`config.mk`:
```
export PLATFORM = sky130hd
export DESIGN_NAME = vdp_ctrl_port
export DESIGN_NICKNAME = d
export VERILOG_FILES = /design/src/rtl/vdp_pkg.sv /design/src/rtl/vdp_bus_access_fsm.sv /design/src/rtl/vdp_ctrl_port.sv
export SDC_FILE = /design/constraint.sdc
export NUM_CORES = 1
export LEC_CHECK = 0
export CORE_UTILIZATION = 50
export DETAILED_ROUTE_END_ITERATION = 7
export DONT_BUFFER_PORTS = 1
export HOLD_SLACK_MARGIN = 0.03
export PLACE_DENSITY = 0.72
export SYNTH_ARGS = -nofsm -noshare
export SYNTH_HDL_FRONTEND = slang
export SYNTH_SLANG_ARGS = --single-unit
```
`constraint.sdc`:
```
create_clock -name clk -period 5.4 [get_ports clk]
set_input_delay 0.81 -clock clk [delete_from_list [all_inputs] [get_ports clk]]
set_output_delay 0.81 -clock clk [all_outputs]
set_load 0.05 [all_outputs]
```
`src/rtl/vdp_pkg.sv`:
```
// Shared types and constants for the VDP control port: command codes,
// access FSM states, status bit positions and default I/O port decode.
package vdp_pkg;

    typedef enum logic [1:0] {
        VRAM_RD = 2'd0,
        VRAM_WR = 2'd1,
        REG_WR  = 2'd2,
        CRAM_WR = 2'd3
    } cmd_code_t;

    typedef enum logic [1:0] {
        ST_IDLE = 2'd0,
        ST_ACT  = 2'd1,
        ST_BUSY = 2'd2,
        ST_HOLD = 2'd3
    } acc_state_t;

    // Bit positions inside the status byte returned by a control read
    localparam int STAT_INT  = 7;
    localparam int STAT_OVF  = 6;
    localparam int STAT_COLL = 5;

    // Frame interrupt enable lives in register 1, bit 5
    localparam int IRQ_EN_REG = 1;
    localparam int IRQ_EN_BIT = 5;

    localparam logic [7:0] DEF_DATA_PORT = 8'hBE;
    localparam logic [7:0] DEF_CTRL_PORT = 8'hBF;
    localparam logic [7:0] DEF_PORT_MASK = 8'hFF;

endpackage

```
`src/rtl/vdp_bus_access_fsm.sv`:
```
// Z80 I/O cycle decoder. Detects a hit on the data or control port and walks
// IDLE/ACT/BUSY/HOLD so that exactly one action happens per Z80 cycle. The
// ACT state is the one-cycle action pulse; is_ctrl/is_write are captured on
// entry to ACT and stay valid for that cycle.
module vdp_bus_access_fsm
    import vdp_pkg::*;
#(
    parameter logic [7:0] DATA_PORT = DEF_DATA_PORT,
    parameter logic [7:0] CTRL_PORT = DEF_CTRL_PORT,
    parameter logic [7:0] PORT_MASK = DEF_PORT_MASK
) (
    input  logic       i_clk,
    input  logic       i_rst,
    input  logic [7:0] i_addr,
    input  logic       i_iorq_l,
    input  logic       i_rd_l,
    input  logic       i_wr_l,
    input  logic       i_req_busy,
    input  logic       i_launch,
    input  logic       i_ack,
    output acc_state_t o_state,
    output logic       o_is_ctrl,
    output logic       o_is_write,
    output logic       o_wait_l
);

    logic       w_data_hit;
    logic       w_ctrl_hit;
    logic       w_hit;
    logic       w_wait_l;
    acc_state_t w_next;
    acc_state_t r_state;
    logic       r_is_ctrl;
    logic       r_is_write;

    // Port decode: masked address match, IORQ low, exactly one strobe low
    always_comb begin
        w_data_hit = ((i_addr & PORT_MASK) == (DATA_PORT & PORT_MASK));
        w_ctrl_hit = ((i_addr & PORT_MASK) == (CTRL_PORT & PORT_MASK));
        w_hit      = !i_iorq_l && (i_rd_l != i_wr_l) && (w_data_hit || w_ctrl_hit);
    end

    // Next state and WAIT_L; a hit while a VRAM request is still outstanding
    // parks in IDLE with WAIT_L low until the request has retired
    always_comb begin
        w_next   = r_state;
        w_wait_l = 1'b1;
        case (r_state)
            ST_IDLE: begin
                if (w_hit) begin
                    if (i_req_busy) w_wait_l = 1'b0;
                    else            w_next   = ST_ACT;
                end
            end
            ST_ACT:  w_next = i_launch ? ST_BUSY : ST_HOLD;
            ST_BUSY: begin
                w_wait_l = 1'b0;
                if (i_ack) w_next = ST_HOLD;
            end
            ST_HOLD: if (i_iorq_l) w_next = ST_IDLE;
            default: w_next = ST_IDLE;
        endcase
    end

    // State register plus capture of the access type on entry to ACT
    always_ff @(posedge i_clk or posedge i_rst) begin
        if (i_rst) begin
            r_state    <= ST_IDLE;
            r_is_ctrl  <= 1'b0;
            r_is_write <= 1'b0;
        end else begin
            r_state <= w_next;
            if (r_state == ST_IDLE && w_next == ST_ACT) begin
                r_is_ctrl  <= w_ctrl_hit;
                r_is_write <= !i_wr_l;
            end
        end
    end

    assign o_state    = r_state;
    assign o_is_ctrl  = r_is_ctrl;
    assign o_is_write = r_is_write;
    assign o_wait_l   = w_wait_l;

endmodule

```
`src/rtl/vdp_ctrl_port.sv`:
```
// VDP control port: two-byte command assembly, auto-incrementing address,
// register file, status/interrupt, VRAM read-ahead buffer and CRAM writes.
// VRAM handshake: vram_req rises with vram_we/addr/wdata and all four hold
// steady until a one-cycle vram_ack; vram_req falls the cycle after ack and
// only one request is ever outstanding.
module vdp_ctrl_port
    import vdp_pkg::*;
#(
    parameter int         ADDR_W      = 14,
    parameter int         CRAM_ADDR_W = 5,
    parameter int         NUM_REGS    = 11,
    parameter logic [7:0] DATA_PORT   = DEF_DATA_PORT,
    parameter logic [7:0] CTRL_PORT   = DEF_CTRL_PORT,
    parameter logic [7:0] PORT_MASK   = DEF_PORT_MASK
) (
    input  logic                   clk,
    input  logic                   rst,
    input  logic [7:0]             addr_in,
    input  logic [7:0]             data_in,
    output logic [7:0]             data_out,
    input  logic                   IORQ_L,
    input  logic                   RD_L,
    input  logic                   WR_L,
    output logic                   WAIT_L,
    output logic                   INT_L,
    input  logic                   frame_irq,
    input  logic                   spr_ovf_set,
    input  logic                   spr_coll_set,
    output logic                   vram_req,
    output logic                   vram_we,
    output logic [ADDR_W-1:0]      vram_addr,
    output logic [7:0]             vram_wdata,
    input  logic [7:0]             vram_rdata,
    input  logic                   vram_ack,
    output logic                   cram_we,
    output logic [CRAM_ADDR_W-1:0] cram_addr,
    output logic [7:0]             cram_wdata,
    output logic [NUM_REGS*8-1:0]  reg_q
);

    localparam logic [ADDR_W-1:0] ADDR_ONE = ADDR_W'(1);

    acc_state_t              w_state;
    logic                    w_is_ctrl, w_is_write, w_wait_l;
    logic                    w_act, w_ctrl_wr, w_ctrl_rd, w_data_wr, w_data_rd;
    logic                    w_launch, w_launch_we, w_reg_ok, w_cram_hit;
    logic [ADDR_W-1:0]       w_new_addr, w_launch_addr;
    logic [7:0]              w_status;

    logic [ADDR_W-1:0]       r_addr;
    cmd_code_t               r_code;
    logic                    r_flag;
    logic [7:0]              r_latch, r_rbuf, r_data_out;
    logic                    r_st_int, r_st_ovf, r_st_coll;
    logic [7:0]              r_regs [NUM_REGS];
    logic                    r_vram_req, r_vram_we;
    logic [ADDR_W-1:0]       r_vram_addr;
    logic [7:0]              r_vram_wdata;
    logic                    r_cram_we;
    logic [CRAM_ADDR_W-1:0]  r_cram_addr;
    logic [7:0]              r_cram_wdata;

    vdp_bus_access_fsm #(
        .DATA_PORT (DATA_PORT),
        .CTRL_PORT (CTRL_PORT),
        .PORT_MASK (PORT_MASK)
    ) u_fsm (
        .i_clk      (clk),
        .i_rst      (rst),
        .i_addr     (addr_in),
        .i_iorq_l   (IORQ_L),
        .i_rd_l     (RD_L),
        .i_wr_l     (WR_L),
        .i_req_busy (r_vram_req),
        .i_launch   (w_launch),
        .i_ack      (vram_ack),
        .o_state    (w_state),
        .o_is_ctrl  (w_is_ctrl),
        .o_is_write (w_is_write),
        .o_wait_l   (w_wait_l)
    );

    // Action decode and selection of the VRAM request launched in ACT
    always_comb begin
        w_act      = (w_state == ST_ACT);
        w_ctrl_wr  = w_act &&  w_is_ctrl &&  w_is_write;
        w_ctrl_rd  = w_act &&  w_is_ctrl && !w_is_write;
        w_data_wr  = w_act && !w_is_ctrl &&  w_is_write;
        w_data_rd  = w_act && !w_is_ctrl && !w_is_write;
        w_new_addr = ADDR_W'({data_in, r_latch});
        w_reg_ok   = ({28'd0, data_in[3:0]} < NUM_REGS);
        w_cram_hit = w_data_wr && (r_code == CRAM_WR);
        w_status   = 8'h00;
        w_status[STAT_INT]  = r_st_int;
        w_status[STAT_OVF]  = r_st_ovf;
        w_status[STAT_COLL] = r_st_coll;
        w_launch      = 1'b0;
        w_launch_we   = 1'b0;
        w_launch_addr = r_addr;
        if (w_ctrl_wr && r_flag && (cmd_code_t'(data_in[7:6]) == VRAM_RD)) begin
            w_launch      = 1'b1;
            w_launch_addr = w_new_addr;
        end else if (w_data_wr && !w_cram_hit) begin
            w_launch    = 1'b1;
            w_launch_we = 1'b1;
        end else if (w_data_rd) begin
            w_launch = 1'b1;
        end
    end

    // Command assembly, address counter, read buffer, data_out and status
    always_ff @(posedge clk or posedge rst) begin
        if (rst) begin
            r_addr     <= '0;
            r_code     <= VRAM_RD;
            r_flag     <= 1'b0;
            r_latch    <= 8'h00;
            r_rbuf     <= 8'h00;
            r_data_out <= 8'h00;
            r_st_int   <= 1'b0;
            r_st_ovf   <= 1'b0;
            r_st_coll  <= 1'b0;
        end else begin
            if (w_ctrl_wr) begin
                if (!r_flag) begin
                    r_latch <= data_in;
                    r_flag  <= 1'b1;
                end else begin
                    r_flag <= 1'b0;
                    r_code <= cmd_code_t'(data_in[7:6]);
                    // A read command prefetches at the new address and steps past it
                    r_addr <= (cmd_code_t'(data_in[7:6]) == VRAM_RD) ? (w_new_addr + ADDR_ONE)
                                                                      : w_new_addr;
                end
            end
            if (w_data_wr) begin
                r_flag <= 1'b0;
                r_rbuf <= data_in;
                r_addr <= r_addr + ADDR_ONE;
            end
            if (w_data_rd) begin
                r_flag     <= 1'b0;
                r_data_out <= r_rbuf;
                r_addr     <= r_addr + ADDR_ONE;
            end
            if (w_ctrl_rd) begin
                r_flag     <= 1'b0;
                r_data_out <= w_status;
            end
            if (r_vram_req && vram_ack && !r_vram_we) r_rbuf <= vram_rdata;
            // Clear on status read, but a set pulse in the same cycle wins
            r_st_int  <= (r_st_int  && !w_ctrl_rd) || frame_irq;
            r_st_ovf  <= (r_st_ovf  && !w_ctrl_rd) || spr_ovf_set;
            r_st_coll <= (r_st_coll && !w_ctrl_rd) || spr_coll_set;
        end
    end

    // Register file; indices beyond NUM_REGS are silently dropped
    always_ff @(posedge clk or posedge rst) begin
        if (rst) begin
            for (int i = 0; i < NUM_REGS; i++) r_regs[i] <= 8'h00;
        end else if (w_ctrl_wr && r_flag && (cmd_code_t'(data_in[7:6]) == REG_WR) && w_reg_ok) begin
            for (int i = 0; i < NUM_REGS; i++) begin
                if (data_in[3:0] == i[3:0]) r_regs[i] <= r_latch;
            end
        end
    end

    // VRAM request holder: launch in ACT, retire on ack
    always_ff @(posedge clk or posedge rst) begin
        if (rst) begin
            r_vram_req   <= 1'b0;
            r_vram_we    <= 1'b0;
            r_vram_addr  <= '0;
            r_vram_wdata <= 8'h00;
        end else begin
            if (r_vram_req && vram_ack) r_vram_req <= 1'b0;
            if (w_launch) begin
                r_vram_req  <= 1'b1;
                r_vram_we   <= w_launch_we;
                r_vram_addr <= w_launch_addr;
                if (w_launch_we) r_vram_wdata <= data_in;
            end
        end
    end

    // CRAM write strobe is a single-cycle pulse; address/data hold afterwards
    always_ff @(posedge clk or posedge rst) begin
        if (rst) begin
            r_cram_we    <= 1'b0;
            r_cram_addr  <= '0;
            r_cram_wdata <= 8'h00;
        end else begin
            r_cram_we <= w_cram_hit;
            if (w_cram_hit) begin
                r_cram_addr  <= r_addr[CRAM_ADDR_W-1:0];
                r_cram_wdata <= data_in;
            end
        end
    end

    for (genvar g = 0; g < NUM_REGS; g++) begin : g_reg_q
        assign reg_q[8*g +: 8] = r_regs[g];
    end

    assign data_out   = r_data_out;
    assign WAIT_L     = w_wait_l;
    assign INT_L      = !(r_st_int && r_regs[IRQ_EN_REG][IRQ_EN_BIT]);
    assign vram_req   = r_vram_req;
    assign vram_we    = r_vram_we;
    assign vram_addr  = r_vram_addr;
    assign vram_wdata = r_vram_wdata;
    assign cram_we    = r_cram_we;
    assign cram_addr  = r_cram_addr;
    assign cram_wdata = r_cram_wdata;

endmodule

```
# Word-level counts from Yosys, hierarchy flattened
# Index checks and enable logic that the tools add are counted.
dict set report classes {
  add_sub_neg 2
  n_lt_le_gt_ge 1
  n_eq_ne 19
  mux 31
  n_bitwise 1
  n_reduce_logical 57
}
# op n
set ops {}
lappend ops {{$mux W14} 6}
lappend ops {{$mux W8} 4}
lappend ops {{$reduce_and A2 Y1} 15}
lappend ops {{$add A14 B1 Y14 const B} 2}
lappend ops {{$logic_and A1 B1 Y1} 21}
lappend ops {{$eq A4 B3 Y1 const B} 4}
lappend ops {{$eq A8 B8 Y1 const B} 2}
lappend ops {{$mux W1} 15}
lappend ops {{$eq A4 B4 Y1 const B} 3}
lappend ops {{$eq A2 B2 Y1 const B} 4}
lappend ops {{$eq A4 B2 Y1 const B} 2}
lappend ops {{$logic_not A1 Y1} 8}
lappend ops {{$mux W2} 4}
lappend ops {{$pmux W2 S4} 1}
lappend ops {{$reduce_bool A2 Y1} 3}
lappend ops {{$reduce_bool A3 Y1} 2}
lappend ops {{$eq A2 B1 Y1 const B} 2}
lappend ops {{$eq A4 B1 Y1 const B} 1}
lappend ops {{$logic_not A2 Y1} 2}
lappend ops {{$logic_not A4 Y1} 1}
lappend ops {{$logic_or A1 B1 Y1} 4}
lappend ops {{$lt A4 B4 Y1 const B} 1}
lappend ops {{$reduce_bool A4 Y1} 1}
lappend ops {{$pmux W1 S2} 1}
lappend ops {{2 further kinds} 2}
dict set report word_totals {
  register_bits 174
  input_bits 33
  output_inout_bits 136
  wordCells 141
}

# Longest topological paths before layout
dict set report depth {
  ltp_word 12
  ltp_mapped 8
  mapped_depth_nobuf 6
}

# Cells and area by module
# Synthesis repeated with hierarchy kept, for this count alone.
dict set report unflattened {
  hier_cells 591
  area_unflattened_um2 7668.6
}
# mod n_inst cells_per_inst area_each_um2 seq_area_each_um2
set by_module_without_submodules {}
lappend by_module_without_submodules {vdp_ctrl_port 1 568 7430.9 4254.1}
lappend by_module_without_submodules {vdp_bus_access_fsm 1 23 237.7 100.1}

# Least setup slack after synthesis
# Ideal clock, no wire load.
dict set report synth_path {
  path_type {input port to output port}
  startpoint {input addr_in[3]}
  endpoint {output WAIT_L}
  arrival_ns 1.948
  t_required_ns 4.590
  setup_slack_ns 2.642
  stages 5
  n_path_buf 0
  cell_sequence {nand4_1 or3_1 nor3_1 a21oi_1 or2_2}
}
dict set report synth_via {
  elab_chain_len 5
  word_cells_on_any_way 6
  cone_classes {eq/ne (2); mux (2); reduce/logical (2)}
}
# element line
set synth_lines {}
lappend synth_lines {{start: declaration} vdp_ctrl_port.sv:18} ;# input logic [7:0] addr_in,
lappend synth_lines {{$eq A8 B8 Y1 (on tied branches)} {vdp_bus_access_fsm.sv:38, vdp_bus_access_fsm.sv:39}}
lappend synth_lines {{$logic_or A1 B1 Y1 *} vdp_bus_access_fsm.sv:40} ;# w_hit = !i_iorq_l && (i_rd_l != i_wr_l) && (w_data_hit || w_ctrl_hit);
lappend synth_lines {{$logic_and A1 B1 Y1 *} vdp_bus_access_fsm.sv:40}
lappend synth_lines {{$mux W1 *} vdp_bus_access_fsm.sv:50} ;# if (w_hit) begin
lappend synth_lines {{$pmux W1 S2 *} vdp_bus_access_fsm.sv:48} ;# case (r_state)
lappend synth_lines {{end: declaration} vdp_ctrl_port.sv:24} ;# output logic WAIT_L,
# Every way passes the cells marked *; elsewhere a longest branch is shown, timed or not.

# Final worst setup path
# Same ends and word-level chain as after synthesis.

==> metrics <==
outcome=finished with violations; failing checks=DRC; initial antenna violation count=0; final hold violations=0; Max VDD drop=about 230 uV; GRT overflow=0; met2 Track Usage GR=37.3%; detail-routed via count per cell=6.00; Ys Warns=0; synth top area cells=dfrtp_1, mux2_2, mux2i_1; Remaining DRCs=12; GRT Max-Usage Layer=met2; Crit. End Element=output pin; most frequent cells in the layout=dfrtp_1, mux2_2, nand2_1; Max Clk Rate=between 300 and 400 MHz; Final Setup Violations=0; Worst Path Required=between 4000 and 5000 ps; commonest non-fill, non-tap cell in the layout=dfrtp_1; GR met3 Demand/Resource=between 8 and 9%; critical path class=in -> out; Final Instance Area=8260 um2; TritonCTS clock tree=done; H-Tree Depth=4; drt wl/cell=22.8 um; cell taking the most area after synthesis=dfrtp_1; Final Worst Setup Slack=between 2000 and 3000 ps; Fin Hold WS=between 400 and 500 ps; Slew Viols, Final=0; worst-path fanout max=2; Cell variety after synth=53; Tcrit/Tclk final=52.3%; GR Util All Layers=a little under a quarter; RSZ-0062 raised after global routing=no; Layout area overhead=9.54%; DIE AREA=around 16000 um2; Hold WC Path Type=in -> reg; Detail Route Antenna Nets=0; area of the multi-input gates=about 3000 um2; Chip Height=between 100 and 150 um; Global Route met1 Usage=between 30% and 40%; Hold Buf Count CTS=0; Final Util=a little under three fifths; max_slew headroom=a little under a fifth; post_cts resized=0; Mapped Nets=628; clock transition at the registers of the reported paths=~70 ps; Detail Placement HPWL=between 10000 and 15000 um; mapped cell area=7540 um2; final-layout fill cell count=approximately 1200; maxcap violations=0; Antenna Cells=0; initial DRC count=roughly 360; largest net degree at the start of global routing=roughly 180; WL final=between 15000 and 20000 um; CTS buffer count=17; share of layout cells above drive strength 1=about 30%; leakage=just under 4 nW; power density cells=around 450 nW/um2; Die X-Extent=roughly 120 um; placer's final routability congestion estimate=0.819; Clock Latency Late Sink=~440 ps; clk sink count=174; Reg area=~4400 um2; setup TNS=0 ps; crit start category=input pin; register bit total from synthesis=~170; Main synth FF type=dfrtp_1; Cell Area, Placed=7650 um2; top-area cell type share of the netlist area=between 50 and 60%; Syn Inst Count=just under 600; worst-margin pin slew=~1200 ps; Post-Syn Area per Cell=~13 um2; Post-synth ARST share=100%; I/O Pins=169; overall power=approximately 3.7 mW; Critical Path AT=approximately 2000 ps; Clock Skew=between 20 and 25 ps; Initial Util=between 50% and 60%; minimum clock period=roughly 2800 ps; cell count after placement=about 740; clock buffer depth=2; first-pass GRT wire length=28100 um; Setup Buffers After CTS=0; Placement Setup Slack=approximately 2400 ps; sequential area share after synthesis=between 50 and 60%; EDFF count, synth=0; core area=approximately 15000 um2; I/O Buffers=0; number of global-route vias before repair=around 4800; nets=approximately 610; vias after detailed routing=around 4600; drt pass-1 iters=8; # rows=44; Root Buffer=clkbuf_16; final std cells w/o fill=around 770
-- worst paths after layout --
| check | start | endpoint | slack (ps) | depth (start not counted) |
|---|---|---|---|---|
| max in group asynchronous | rst | r_addr[5] | 4160 | 2 |
| max reg2reg | u_fsm.o_is_ctrl | vram_addr[7] | 2600 | 4 |
| min | WR_L | u_fsm.o_is_write | 460 | 1 |
| max | addr_in[3] | WAIT_L | 2580 | 5 |
| min reg2reg | r_st_ovf | r_st_ovf | 480 | 1 |
| min in group asynchronous | rst | r_st_int | 470 | 2 |
-- layout make-up --
type,instances,share of cell area [%]
sequential,174,52.7
multi-input combinational,374,36.4
clock buffer,17,5.15
tap,184,2.79
clock inverter,15,2.29
inverter,8,0.409
timing repair buffer,1,0.242
-- critical path: stages --
cell and delay (ps):
nand4_1 70, or3_1 370, nor3_1 240, a21oi_1 90, or2_2 430
-- sequential cells by signal, indices dropped and copies added (netlist names), 2 cells and up --
| register | cells |
|---|---|
| reg_q | 88 |
| r_addr | 14 |
| vram_addr | 14 |
| cram_wdata | 8 |
| data_out | 8 |
| r_latch | 8 |
| r_rbuf | 8 |
| vram_wdata | 8 |
| cram_addr | 5 |
| r_code | 2 |
| u_fsm.o_state | 2 |
-- Yosys cell counts, types with 9 or more instances --
| cell | instances |
|---|---|
| a21oi_1 | 19 |
| clkbuf_1 | 27 |
| dfrtp_1 | 174 |
| mux2_2 | 111 |
| mux2i_1 | 28 |
| nand2_1 | 50 |
| nand3_1 | 10 |
| nand4_1 | 9 |
| nor2_1 | 20 |
| o21ai_0 | 28 |
| xnor2_1 | 9 |
-- where the power goes --
group	internal, mW	switching, mW	total, mW
clock network	0.706	0.567	1.27
logic	0.208	0.247	0.455
registers	1.46	0.489	1.95
-- per-layer routing --
metal,routed length [um],up-vias
met3,1520,20
met2,8500,168
li1,-,2056
met5,0,-
met1,7380,2396
met4,216,0
-- cells by family after synthesis --
family | count (synthesis) | share of synthesized area, %
buffers and inverters | 45 | 2.42
adders and majority gates | 2 | 0.332
AOI/OAI and AO/OA | 70 | 5.56
and+or+nand+nor | 141 | 10.4
muxes | 147 | 21.9
DFF | 174 | 57.7
xor gates and xnor gates | 14 | 1.63
No activity file was read; power rests on OpenSTA's default activity.
